File: src/rtl/triad_decoder_ly.sv
// Per-layer comparator triad decoder.
// Each distrip line carries a serial triad: a start bit, a strip bit and a
// left/right bit. A completed triad becomes a one-clock pulse on one of the
// four half-strips of that distrip, one clock after the last bit. A per-clock
// hit count and a saturating layer monitor counter are also produced.
module triad_decoder_ly #(
  parameter int NCH         = 56,
  parameter int NCFEB       = 7,
  parameter int CH_PER_CFEB = 8,
  parameter int NHS         = 224
) (
  input  logic             clock,
  input  logic             reset,
  input  logic             triad_clr,
  input  logic [NCFEB-1:0] cfeb_en,
  input  logic [NCH-1:0]   triad_in,
  input  logic             count_clr,
  output logic [NHS-1:0]   hs_out,
  output logic [5:0]       nhits,
  output logic [15:0]      triad_count
);

  localparam logic [1:0] IDLE      = 2'd0;
  localparam logic [1:0] GOT_START = 2'd1;
  localparam logic [1:0] GOT_STRIP = 2'd2;

  logic [1:0]     state_p0  [NCH];
  logic [1:0]     state_nxt [NCH];
  logic [NCH-1:0] strip_p0;
  logic [NCH-1:0] ch_en;
  logic [NCH-1:0] done_p0;
  logic [NHS-1:0] hs_p0;

  // Number of channels that completed a triad this clock.
  function automatic logic [5:0] popcount(input logic [NCH-1:0] d);
    logic [5:0] cnt;
    cnt = 6'd0;
    for (int i = 0; i < NCH; i++) begin
      cnt = cnt + 6'(d[i]);
    end
    return cnt;
  endfunction

  // Accumulate with saturation at full scale instead of wrapping.
  function automatic logic [15:0] sat_add(input logic [15:0] a, input logic [5:0] b);
    logic [16:0] sum;
    sum = {1'b0, a} + {11'd0, b};
    return sum[16] ? 16'hFFFF : sum[15:0];
  endfunction

  // Expand the per-CFEB enable onto its channels.
  always_comb begin
    for (int ch = 0; ch < NCH; ch++) begin
      ch_en[ch] = cfeb_en[ch / CH_PER_CFEB];
    end
  end

  // Channel state registers; a disabled or aborted channel falls back to IDLE.
  always_ff @(posedge clock) begin
    for (int ch = 0; ch < NCH; ch++) begin
      if (reset) state_p0[ch] <= IDLE;
      else       state_p0[ch] <= state_nxt[ch];
    end
  end

  // Strip bit capture; only consumed in GOT_STRIP, so no reset needed.
  always_ff @(posedge clock) begin
    for (int ch = 0; ch < NCH; ch++) begin
      if (state_p0[ch] == GOT_START) strip_p0[ch] <= triad_in[ch];
    end
  end

  // Next state: bits after the start are always data, never a restart.
  always_comb begin
    for (int ch = 0; ch < NCH; ch++) begin
      state_nxt[ch] = state_p0[ch];
      if (triad_clr || !ch_en[ch]) begin
        state_nxt[ch] = IDLE;
      end else begin
        case (state_p0[ch])
          IDLE:      state_nxt[ch] = triad_in[ch] ? GOT_START : IDLE;
          GOT_START: state_nxt[ch] = GOT_STRIP;
          GOT_STRIP: state_nxt[ch] = IDLE;
          default:   state_nxt[ch] = IDLE;
        endcase
      end
    end
  end

  // Hit decode: last bit arriving selects half-strip 2*s+l of the distrip.
  always_comb begin
    for (int ch = 0; ch < NCH; ch++) begin
      done_p0[ch]        = (state_p0[ch] == GOT_STRIP) && ch_en[ch] && !triad_clr;
      hs_p0[4*ch +: 4]   = done_p0[ch] ? (4'b0001 << {strip_p0[ch], triad_in[ch]}) : 4'b0000;
    end
  end

  // ---- output register stage: pulses and hit count aligned ----
  always_ff @(posedge clock) begin
    if (reset) begin
      hs_out <= '0;
      nhits  <= 6'd0;
    end else begin
      hs_out <= hs_p0;
      nhits  <= popcount(done_p0);
    end
  end

  // Monitor counter accumulates the registered hit count.
  always_ff @(posedge clock) begin
    if (reset || count_clr) triad_count <= 16'd0;
    else                    triad_count <= sat_add(triad_count, nhits);
  end

endmodule

File: config.mk
export PLATFORM = sky130hd
export DESIGN_NAME = triad_decoder_ly
export DESIGN_NICKNAME = d
export VERILOG_FILES = /design/src/rtl/triad_decoder_ly.sv
export SDC_FILE = /design/constraint.sdc
export NUM_CORES = 1
export LEC_CHECK = 0
export ABC_CLOCK_PERIOD_IN_PS = 9700
export BUFFER_PORTS_ARGS = -buffer_cell sky130_fd_sc_hd__buf_2
export CORE_MARGIN = 2
export CORE_UTILIZATION = 40
export DETAILED_ROUTE_END_ITERATION = 8
export PLACE_DENSITY = 0.66
export SKIP_CTS_REPAIR_TIMING = 1
export SLEW_MARGIN = 20
export SYNTH_ARGS = -nofsm -noshare
export SYNTH_HDL_FRONTEND = slang
export SYNTH_SLANG_ARGS = --single-unit
File: constraint.sdc
create_clock -name clock -period 9.7 [get_ports clock]
set_input_delay 1.94 -clock clock [delete_from_list [all_inputs] [get_ports clock]]
set_output_delay 1.94 -clock clock [all_outputs]
set_load 0.01 [all_outputs]
==> metrics list, run 1 <==
- The flow ran to the end, and the final reports show no timing, DRC or antenna violations.
- The cell family contributing the most delay on the critical path is adder cells.
- Along the worst path, the maximum fanout reaches 17.
- Routability-driven placement congestion ratio: 0.801
- At the pin with the least slew margin, the transition time is 0.712 ns.
- Area Growth Syn to Fin: 23.2%
* Final worst-path cycle share: 84.2%
- Number of clock buffers inserted by TritonCTS: 43
* Starting Density: 40.6%
* Average wire length per cell after detail routing: 16.2 um
- In this run the worst setup path begins at triad_clr.
- In the layout the commonest cells are dfxtp_1 (358), buf_2 (312), nor2_1 (127).
- Detailed placement finished with a half-perimeter wire length of 25800 um.
- Number of distinct library cell variants in the gate-level netlist after synthesis: 56
- H-tree levels: 2
* Clock Skews: 0.0162 ns
- Library cell with the largest summed area after synthesis: dfxtp_1
* CTS tree: yes
* Worst slack, placed: 0.963 ns
* Startpoint of the lowest-slack hold path: state_p0[0][14]
- Cell at the slowest stage of the critical path: or3b_2
- Hold WC Path Type: reg2reg
- Slew Limit Fails: 0
- The cell that appears most often on the critical path is fa_1.
- The synthesized netlist occupies a cell area of 0.0149 mm2.
- The synthesized netlist devotes 1.82% of its cell area to compound gates.
* Summed negative setup slack over all endpoints: 0 ns
- Via count of the first global-routing pass: 10200
- After Yosys synthesis, and, or, nand and nor cells account for 28.0% of the synthesized area.
- Synth Area in Adders: 8.11%
- The clock reaches the later pin of the worst-skew pair after 0.56 ns.
* Portion of synthesized cell area occupied by the leading cell type: 48.3%
- Endpoint class of the critical path: register
- Global router's overall resource usage: 17.7%
- Stage delay of the slowest cell on the critical path: 0.62 ns
- The worst register-to-register path begins at state_p0[1][31].
- Kind of start point of the critical path: primary input
* Buffer depth of the longest clock path: 3
- The total overflow left after global routing is 0.
- The critical path contains buffers and inverters numbering 4 combined.
- Sequential elements use 59.6% of the synthesized area.
* Antenna violations before repair: 6
- The count of final hold-check violations is 0.
- Fill cells in the final layout number 3329.
- Max Clock Freq: 122 MHz
- Pin count of the biggest net entering global routing: 43
* Number of enable flip-flop cells after synthesis: 56
- Across the run, the number of max-cap violations was 0.
- Class of the most critical setup path: in2reg
* Cell count after synthesis: 1312
- Drt drc: 0
- The floorplan step set the die width to 197 um.
- Storage element area: 0.00885 mm2
* Overall die height: 197 um
* DIE AREA: 0.0387 mm2
- Setup repair after global routing left no endpoint under its margin.
- For this run, the leading register cell type out of synthesis is dfxtp_1.
- Summing all multi-input logic gate instances after layout gives 0.00570 mm2.
* Post-DR vias/cell: 4.85
* Syn Nets: 1447
* Via count of the routed design: 10400
* Initial DRC count: 415
- Sink Count: 414
- Mapped Avg Cell Area: 11.3 um2
- Data on the critical path arrives at its endpoint at 8.57 ns.
- Largest family of logic cells by synthesized area: simple AND/OR/NAND/NOR gates
- Routed wire length: 34800 um
- For this run, the number of Yosys warnings is 0.
- Number of synthesized register bits: 414
- Cell-by-cell listing of the critical path: buf_2 > nand2b_1 > or3b_2 > fa_1 > inv_1 > fa_1 > inv_1 > fa_1 > fa_1 > fa_1 > fa_1 > fa_1 > fa_1 > inv_1 > ha_1 > fa_1 > a21oi_1 > nor2_1 > nor2_1 > xor2_1 > nor2_1
- After the last flow step, the layout net total stands at 1777.
- Cell row count: 70
- The first global-routing pass estimated 53500 um of wire.
- Setup violations remaining at the end of the flow were counted as 0.
- The floorplan step defined a core boundary enclosing 0.0366 mm2.
* Static leakage power: 8.21 nW
- Final ANT Viol Nets: 0
- Xor/xnor cell area share of the yosys netlist: 0.472%
- The worst path needs 8.17 ns of the cycle, external delays included.
- Worst relative slew slack: 52.5%
- Cells with a size suffix above 1 make up 24.1% of the layout.
- Most common cell after layout, fill and taps aside: dfxtp_1
* Root Buffer: clkbuf_16
* Number of top-level pins: 313
* Maximum resistive drop on vdd: 0.141 mV
* Req. time, crit path: 10.10 ns
* Input/output buffers: 312
* Number of iterations in the first detailed-routing pass: 6
* Fraction of synthesis flops using an asynchronous set or reset pin: 0%
- For this design the ratio of total power to cell area is 189 mW/mm2.
- Minimum setup slack in the final design: 1.53 ns
* Share of cell area taken by muxes after synthesis: 0%
- Clock-pin slew was measured on the worst setup and hold paths at 0.06 ns.
- Yosys attributes the largest share of cell area to dfxtp_1 (48%), edfxtp_1 (11%), fa_1 (6.3%), and3_1 (4.4%), nor2b_1 (3.4%).
worst paths after layout:
kind | endpoint | slack [ns] | cells past startpoint
max | nhits[4] | 1.53 | 21
min | state_p0[0][14] | 0.43 | 1
max reg2reg | nhits[4] | 3.16 | 19
min reg2reg | state_p0[0][14] | 0.43 | 1
worst reg2reg max path, stage by stage (launching register included):
cell and delay [ns]:
dfxtp_1 0.45, or3b_2 0.50, fa_1 0.56, inv_1 0.05, fa_1 0.47, inv_1 0.05
fa_1 0.53, fa_1 0.52, fa_1 0.56, fa_1 0.44, fa_1 0.52, fa_1 0.54
inv_1 0.04, ha_1 0.22, fa_1 0.41, a21oi_1 0.14, nor2_1 0.05, nor2_1 0.12
xor2_1 0.15, nor2_1 0.06
synthesized netlist by cell type, types with 12 or more instances:
master	instances
dfxtp_1	358
nor2_1	127
nand2_1	107
and3_1	104
nor2b_1	81
nor3b_1	65
nor4b_1	57
edfxtp_1	56
fa_1	47
nor3_1	44
inv_1	42
nand2b_1	31
ha_1	21
clkbuf_1	19
or3_1	19
a21oi_1	13
nand3b_1	12
cell type report:
cell class / instances / share of cell area [%]
sequential: 414 / 48.4
multi-input combinational: 824 / 31.2
timing repair buffer: 317 / 8.74
clock buffer: 64 / 6.70
tap: 468 / 3.20
clock inverter: 13 / 0.882
inverter: 42 / 0.862
antenna: 4 / 0.0547
stage by stage:
stage | hold WS, ns | utilization, % | power (mW) | instances | cell area (um2)
2_1_floorplan | 0.404 | - | 1.84 | 1312 | 14900
3_3_place_gp | 0.412 | 46.1 | 1.88 | 2065 | 16900
3_5_place_dp | 0.418 | 46.1 | 1.88 | 2065 | 16900
4_1_cts | 0.428 | 49.9 | 3.50 | 2142 | 18300
5_1_grt | 0.436 | 49.9 | 3.58 | 2144 | 18300
6_report | 0.426 | 50.0 | 3.46 | 2146 | 18300
logic make-up (layout without fill, tap and decap cells):
logic type / after synthesis / after routing
buffers and inverters: 74 / 436
and+or+nand+nor: 708 / 708
adders and majority gates: 68 / 68
xor gates and xnor gates: 8 / 8
other: 0 / 4
DFF: 414 / 414
AOI/OAI and AO/OA: 40 / 40
routing by layer:
metal	wire [um]	share of wire (%)	vias to the layer above	track usage, %
met1	15500	45	4926	22.7
met5	7	0.020	-	0
met2	16300	47	260	29.2
li1	-	-	5169	-
met3	2290	6.6	53	5.05
met4	666	1.9	2	5.21
sequential cells by signal (all words and copies together) (netlist names):
| register | flops |
|---|---|
| strip_p0 | 56 |
| nhits | 6 |
| hs_out | 224 |
| state_p0 | 112 |
| triad_count | 16 |
report_power, final:
group          internal, mW  leakage, nW  switching [mW]  total (mW)
Combinational        0.0300         4.15          0.0537      0.0837
Clock                 0.957        0.673           0.657        1.61
Sequential             1.75         3.40         0.00940        1.76
Power figures use the tool's default switching activity.
==> run 2: changes to the inputs <==
--- a/config.mk
+++ b/config.mk
@@ -5,7 +5,7 @@
 export SDC_FILE = /design/constraint.sdc
 export NUM_CORES = 1
 export LEC_CHECK = 0
-export ABC_CLOCK_PERIOD_IN_PS = 9700
+export ABC_CLOCK_PERIOD_IN_PS = 8540
 export BUFFER_PORTS_ARGS = -buffer_cell sky130_fd_sc_hd__buf_2
 export CORE_MARGIN = 2
 export CORE_UTILIZATION = 40
==> constraint.sdc (replaced) <==
create_clock -name clock -period 8.54 [get_ports clock]
set_input_delay 1.708 -clock clock [delete_from_list [all_inputs] [get_ports clock]]
set_output_delay 1.708 -clock clock [all_outputs]
set_load 0.01 [all_outputs]
==> run 2 against run 1 <==
Wire length up 2.0%. Clock skew about the same. Via count is 1.1% higher. Clock power increased by 14%. Design area is 0.20% higher. Critical path type unchanged.
==> metrics list, run 2 (synthesis gave the netlist of run 1 again) <==
- H-tree levels: 2
- Static leakage power: 8.23 nW
- Launch point of the worst reg-to-reg path: state_p0[1][31]
* R2r worst-path depth: 19
- After detailed routing, the average wire length per cell comes to 16.5 um.
- Sequential cells account for 50.9% of the total power.
* Cell internal pwr: 3.12 mW
- In this run, the clock network consumes 46.6% of the power.
* Maximum fanout along the worst path: 5
- For this run, the post-layout net count is 1780.
- The completed layout was analyzed and its total power is 3.92 mW.
- The number of buffers and inverters on the critical path is 4.
- The critical path goes through buf_2 > nand2b_1 > or3b_2 > fa_1 > inv_1 > fa_1 > inv_1 > fa_1 > fa_1 > fa_1 > fa_1 > fa_1 > fa_1 > inv_1 > ha_1 > fa_1 > a21oi_1 > nor2_1 > nor2_1 > xor2_1 > nor2_1.
- The worst setup path is captured at a register.
- The area growth from synthesis to layout is 23.4%.
- The routed design could run at a clock period as short as 7.58 ns.
- Setup slack, reg-to-reg: 1.97 ns
- Estimated wirelength of the detail-placed design: 26800 um
- Switching power summed over all nets: 0.808 mW
* Number of top-level pins: 313
- Wires add up to 35500 um.
- Summed negative setup slack over all endpoints: 0 ns
* Maximum resistive drop on vdd: 0.144 mV
- Hold WS: 0.427 ns
- By startpoint and endpoint, the worst setup path is classified as in2reg.
* Hold path cells: 1
- Clock-pin transition on the worst setup and hold timing paths: 0.06 ns
* Req. time, crit path: 8.96 ns
- Cell at the slowest stage of the critical path: fa_1
- Kind of start point of the critical path: primary input
- Final ANT Viol Nets: 0
- Number of iterations in the first detailed-routing pass: 5
- Post-DR vias/cell: 4.90
* Buffer depth of the longest clock path: 3
* CTS tree: yes
- The filler cells instantiated in the layout total 3343.
- Hold violation count in the final report: 0
- At the pin with the least slew margin, the transition time is 0.732 ns.
* Setup repair after global routing missed its margin: false
* Drt drc: 0
* Clock insertion delay at the later pin of the skew report: 0.56 ns
- Starting Density: 40.6%
- Via count of the first global-routing pass: 10400
* Pin count of the biggest net entering global routing: 42
* Wire length of the first global-routing pass: 55400 um
- The largest registers in the layout are hs_out (224), state_p0 (112), strip_p0 (56).
- In this run the tightest slew margin relative to its limit is 51.2%.
- The run finished with clean final reports.
* Via count of the routed design: 10500
* Residual overflow from global routing: 0
- Die width: 197 um
- Initial DRC count: 354
* Cell row count: 70
- Hold WC Path Type: reg2reg
- Final worst-path cycle share: 88.8%
- The die covers 0.0387 mm2.
- Max-cap violations: 0
- Total setup violations reported at the end of the flow: 0
- Number of clock buffers inserted by TritonCTS: 41
- Sw Share: 20.6%
* Stage delay of the slowest cell on the critical path: 0.56 ns
* Antenna violations before repair: 2
- Total power per unit cell area: 214 mW/mm2
- Routability-driven placement congestion ratio: 0.808
- In the final layout, the share of cells above drive strength 1 is 24.3%.
- Floorplan Core Area: 0.0366 mm2
- Family of cells with the greatest summed delay on the critical path: adder cells
* Sink Count: 414
- Global routing used 18.3% of the available tracks.
* Worst EP arrival: 8.00 ns
- Worst Hold Path EP: state_p0[0][38]
- The clock arrives with 0.0163 ns of skew.
- Counting stages on the worst path, the most repeated cell is fa_1.
- The endpoint identified for the worst register-to-register timing path is nhits[4].
- The library cell used most frequently in the layout, excluding fill and tap cells, is dfxtp_1.
- More flip-flops sit in one register than any other, and that register is hs_out.
* Slew Limit Fails: 0
- Based on the critical path, the design can be clocked at up to 132 MHz.
* Overall die height: 197 um
- Startpoint of the lowest-slack hold path: state_p0[0][38]
- Input and output buffers added on the ports amount to 312.
- Most frequent cells in the layout: dfxtp_1 (358), buf_2 (312), nor2_1 (127)
- Max reg flops: 224
* Logic pwr share: 2.5%
* Root Buffer: clkbuf_16
-- run 2: power groups by stage --
| stage | clock [mW] | combinational, mW | sequential (mW) |
|---|---|---|---|
| floorplan | 0 | 0.0470 | 2.04 |
| global placement | 0 | 0.0951 | 2.04 |
| detailed placement | 0 | 0.0977 | 2.04 |
| CTS | 1.87 | 0.0979 | 2.00 |
| global route | 1.94 | 0.108 | 2.00 |
| finish | 1.83 | 0.0966 | 2.00 |
-- run 2: layout make-up --
class                           instances  area (um2)  area share (%)
Antenna cell                            3        7.51          0.0410
Clock buffer                           62        1240            6.75
Clock inverter                         13         150           0.819
Inverter                               42         158           0.860
Multi-Input combinational cell        824        5700            31.1
Sequential cell                       414        8850            48.3
Tap cell                              468         586            3.20
Timing Repair Buffer                  322        1640            8.93
-- run 2: per-layer routing --
layer / up-vias / wire length, um / GRT usage (%)
met1: 5023 / 15600 / 23.1
met5: - / 0 / 0
met2: 262 / 16900 / 31.0
met4: 0 / 772 / 6.24
met3: 50 / 2180 / 4.04
li1: 5193 / - / -
-- run 2: through the flow --
step           instances  cell area [um2]  util, %  worst slack [ns]
2_1_floorplan       1312            14900        -             0.628
3_5_place_dp        2070            16900     46.2             0.353
3_3_place_gp        2070            16900     46.2             0.458
4_1_cts             2145            18300     50.0             0.943
5_1_grt             2145            18300     50.0             0.610
6_report            2148            18300     50.1             0.955
-- run 2: how the worst max path moves through the flow --
stage                    from       end  slack (ns)  cells past startpoint
floorplan           triad_clr  nhits[4]        0.63                     21
global placement    triad_clr  nhits[4]        0.46                     21
detailed placement  triad_clr  nhits[4]        0.35                     21
CTS                 triad_clr  nhits[4]        0.94                     21
global route        triad_clr  nhits[4]        0.61                     21
finish              triad_clr  nhits[4]        0.96                     21
==> run 3: changes to the inputs <==
--- a/config.mk
+++ b/config.mk
@@ -5,12 +5,12 @@
 export SDC_FILE = /design/constraint.sdc
 export NUM_CORES = 1
 export LEC_CHECK = 0
-export ABC_CLOCK_PERIOD_IN_PS = 8540
+export ABC_CLOCK_PERIOD_IN_PS = 6900
 export BUFFER_PORTS_ARGS = -buffer_cell sky130_fd_sc_hd__buf_2
 export CORE_MARGIN = 2
 export CORE_UTILIZATION = 40
 export DETAILED_ROUTE_END_ITERATION = 8
-export PLACE_DENSITY = 0.66
+export PLACE_DENSITY = 0.68
 export SKIP_CTS_REPAIR_TIMING = 1
 export SLEW_MARGIN = 20
 export SYNTH_ARGS = -nofsm -noshare
==> constraint.sdc (replaced) <==
create_clock -name clock -period 6.9 [get_ports clock]
set_input_delay 1.38 -clock clock [delete_from_list [all_inputs] [get_ports clock]]
set_output_delay 1.38 -clock clock [all_outputs]
set_load 0.01 [all_outputs]
==> run 3 against run 2 <==
Design area is 1.2% higher. Die area unchanged. Power is 25% higher. Critical endpoint unchanged. Clock power is 25% higher. Via count grew 0.81%. Sequential share of layout area shrank 0.59 points. Worst hold slack got worse by 0.00064 ns. First-iteration DRC count grew 5.9%.
==> metrics list, run 3 (synthesis gave the netlist of run 1 again) <==
- The tree is rooted in a clkbuf_16.
* Launch point of the worst reg-to-reg path: state_p0[1][7]
- Starting Density: 40.6%
- Data on the critical path arrives at its endpoint at 7.21 ns.
- Compared with the post-synthesis result, the final layout area differs by 24.9%.
- Across all hold checks on the routed design, the worst slack comes to 0.427 ns.
- The worst setup path is captured at a register.
- STA puts the critical path data required time at 7.31 ns.
- H-tree levels: 2
- Dpl cell area: 0.0171 mm2
- For hold timing, the worst endpoint is state_p0[0][10].
- In this run the power spent charging and discharging nets is 1.00 mW.
* DIE AREA: 0.0387 mm2
- Hold WC Path Type: reg2reg
- Hold violation count in the final report: 0
- Static leakage power: 8.38 nW
- Along the worst path, the maximum fanout reaches 6.
* Wire length of the first global-routing pass: 55200 um
- Layout cells sized above 1: 26.0%
- From left edge to right edge, the die measures 197 um.
- Logic pwr share: 2.6%
* Antenna violations before repair: 5
* Largest regs: hs_out (224), state_p0 (112), strip_p0 (56)
- Number of placed cells counting well taps: 2086
* Routability-driven placement congestion ratio: 0.826
- Of the total power, the share spent switching nets is 20.5%.
- The core region is 0.0366 mm2.
* Layout filler cell count: 3325
* Drt drc: 0
- hs_out holds more flip-flops than any other register.
- Clock Skews: 0.0242 ns
- For this run, the post-layout net count is 1798.
* Worst-margin pin slew: 0.690 ns
* Max Clock Freq: 147 MHz
- Per report_power, the clock group accounts for 46.8% of the total.
- Max reg flops: 224
- Input/output buffers: 312
- Setup slack, reg-to-reg: 0.65 ns
- Global routing consumed, over all layers together, 18.3% of the routing resources.
- Final design area excluding fillers: 0.0186 mm2
- Sequential cells burn 50.6% of the power.
- For this design the top-level I/O count stands at 313.
- The worst setup path is of the in2reg kind.
- Across all layers, the routed design uses 10600 vias.
- The multi-input combinational cells in the finished layout cover a total of 0.00577 mm2.
- The worst pin sits at a relative slew slack of 54.0%.
- TritonCTS built the clock tree.
* Tmin final: 6.79 ns
- The tool flagged a number of max-cap violations equal to 0.
- The routed design has 35700 um of wire.
* Final ANT Viol Nets: 0
- Estimated wirelength of the detail-placed design: 26700 um
- The worst hold path begins at state_p0[0][10].
* Number of clock buffers inserted by TritonCTS: 43
* Average wire length per cell after detail routing: 16.4 um
* Final non-filler cell total: 2169
* Clock insertion delay at the later pin of the skew report: 0.56 ns
* Cell row count: 70
* Sink Count: 414
* Total power per unit cell area: 264 mW/mm2
* Pin count of the biggest net entering global routing: 33
- The library cell used most frequently in the layout, excluding fill and tap cells, is dfxtp_1.
- In the layout the commonest cells are dfxtp_1 (358), buf_2 (312), nor2_1 (123).
* Status: complete, no violations
* Total setup violations reported at the end of the flow: 0
* Slew Limit Fails: 0
- Setup repair after global routing could not meet its margin everywhere.
- Buffer depth of the longest clock path: 3
- Kind of start point of the critical path: primary input
- Reg-to-Reg End: nhits[4]
- Post-DR vias/cell: 4.89
* R2r worst-path depth: 20
* Clock-pin transition on the worst setup and hold timing paths: 0.06 ns
- Final worst-path cycle share: 98.5%
- Measured along the y axis, the die boundary spans 197 um.
- The first TritonRoute pass finished after 4 iterations.
* Hold path cells: 1
- Internal power comes to 3.89 mW.
- The number of global-route vias before repair is 10400.
- The total overflow left after global routing is 0.
- Maximum resistive drop on vdd: 0.181 mV
- Initial DRC count: 375
- Storage element area: 0.00885 mm2
## run 3: cell types whose count changed in the layout (fill, tap and decap cells not counted), moves of 3 or more
cell,previous run,this run
buf_4,10,26
clkbuf_1,10,13
clkbuf_16,43,46
clkinv_1,3,0
clkinv_2,2,5
clkinvlp_4,4,0
nor2_1,127,123
nor2_2,0,4
nor2b_1,81,78
nor2b_4,1,4
## run 3: final cells by class
cell class,instances,share of cell area [%]
tap,468,3.16
clock inverter,9,0.411
sequential,414,47.7
antenna,4,0.0540
clock buffer,70,7.28
timing repair buffer,338,9.47
multi-input combinational,824,31.1
inverter,42,0.850
## run 3: through the flow
step           utilization [%]  power [mW]  setup WS (ns)  setup TNS, ns
2_1_floorplan                -        2.59         -0.130         -0.130
3_3_place_gp              46.7        2.65         -0.409          -1.06
3_5_place_dp              46.7        2.66         -0.480          -1.50
4_1_cts                   50.6        4.96          0.111              0
5_1_grt                   50.7        5.07        -0.0851        -0.0851
6_report                  50.7        4.89          0.106              0
## run 3: routing by layer
metal | global-route usage [%] | wire [um] | vias to the layer above
met5 | 0 | 13 | -
met4 | 6.38 | 786 | 2
met3 | 4.47 | 2250 | 53
met2 | 30.6 | 17000 | 277
met1 | 23.2 | 15600 | 5059
li1 | - | - | 5222
## run 3: worst max-delay path by stage
stage                          from        to  slack [ns]  depth (start not counted)
after floorplan           triad_clr  nhits[4]       -0.13                         21
after global placement    triad_clr  nhits[4]       -0.41                         21
after detailed placement  triad_clr  nhits[4]       -0.48                         21
after CTS                 triad_clr  nhits[4]        0.11                         21
after global routing      triad_clr  nhits[4]       -0.09                         22
final                     triad_clr  nhits[4]        0.11                         21
## run 3: power groups by stage
stage / logic (mW) / clock network (mW) / registers (mW)
6_report: 0.128 / 2.29 / 2.47
5_1_grt: 0.143 / 2.45 / 2.48
4_1_cts: 0.130 / 2.35 / 2.47
3_5_place_dp: 0.129 / 0 / 2.53
3_3_place_gp: 0.126 / 0 / 2.53
2_1_floorplan: 0.0628 / 0 / 2.52
## run 3: critical path: stages
cell and delay (ns):
buf_2 0.16, buf_4 0.15, nand2b_2 0.23, nor2_2 0.15, fa_1 0.45, fa_1 0.53
fa_1 0.55, inv_1 0.05, fa_1 0.52, fa_1 0.44, fa_1 0.57, fa_1 0.43
fa_1 0.49, inv_1 0.04, ha_2 0.19, fa_2 0.37, a21oi_2 0.14, nor2_1 0.05
nor2_1 0.12, xor2_1 0.14, nor2_1 0.05
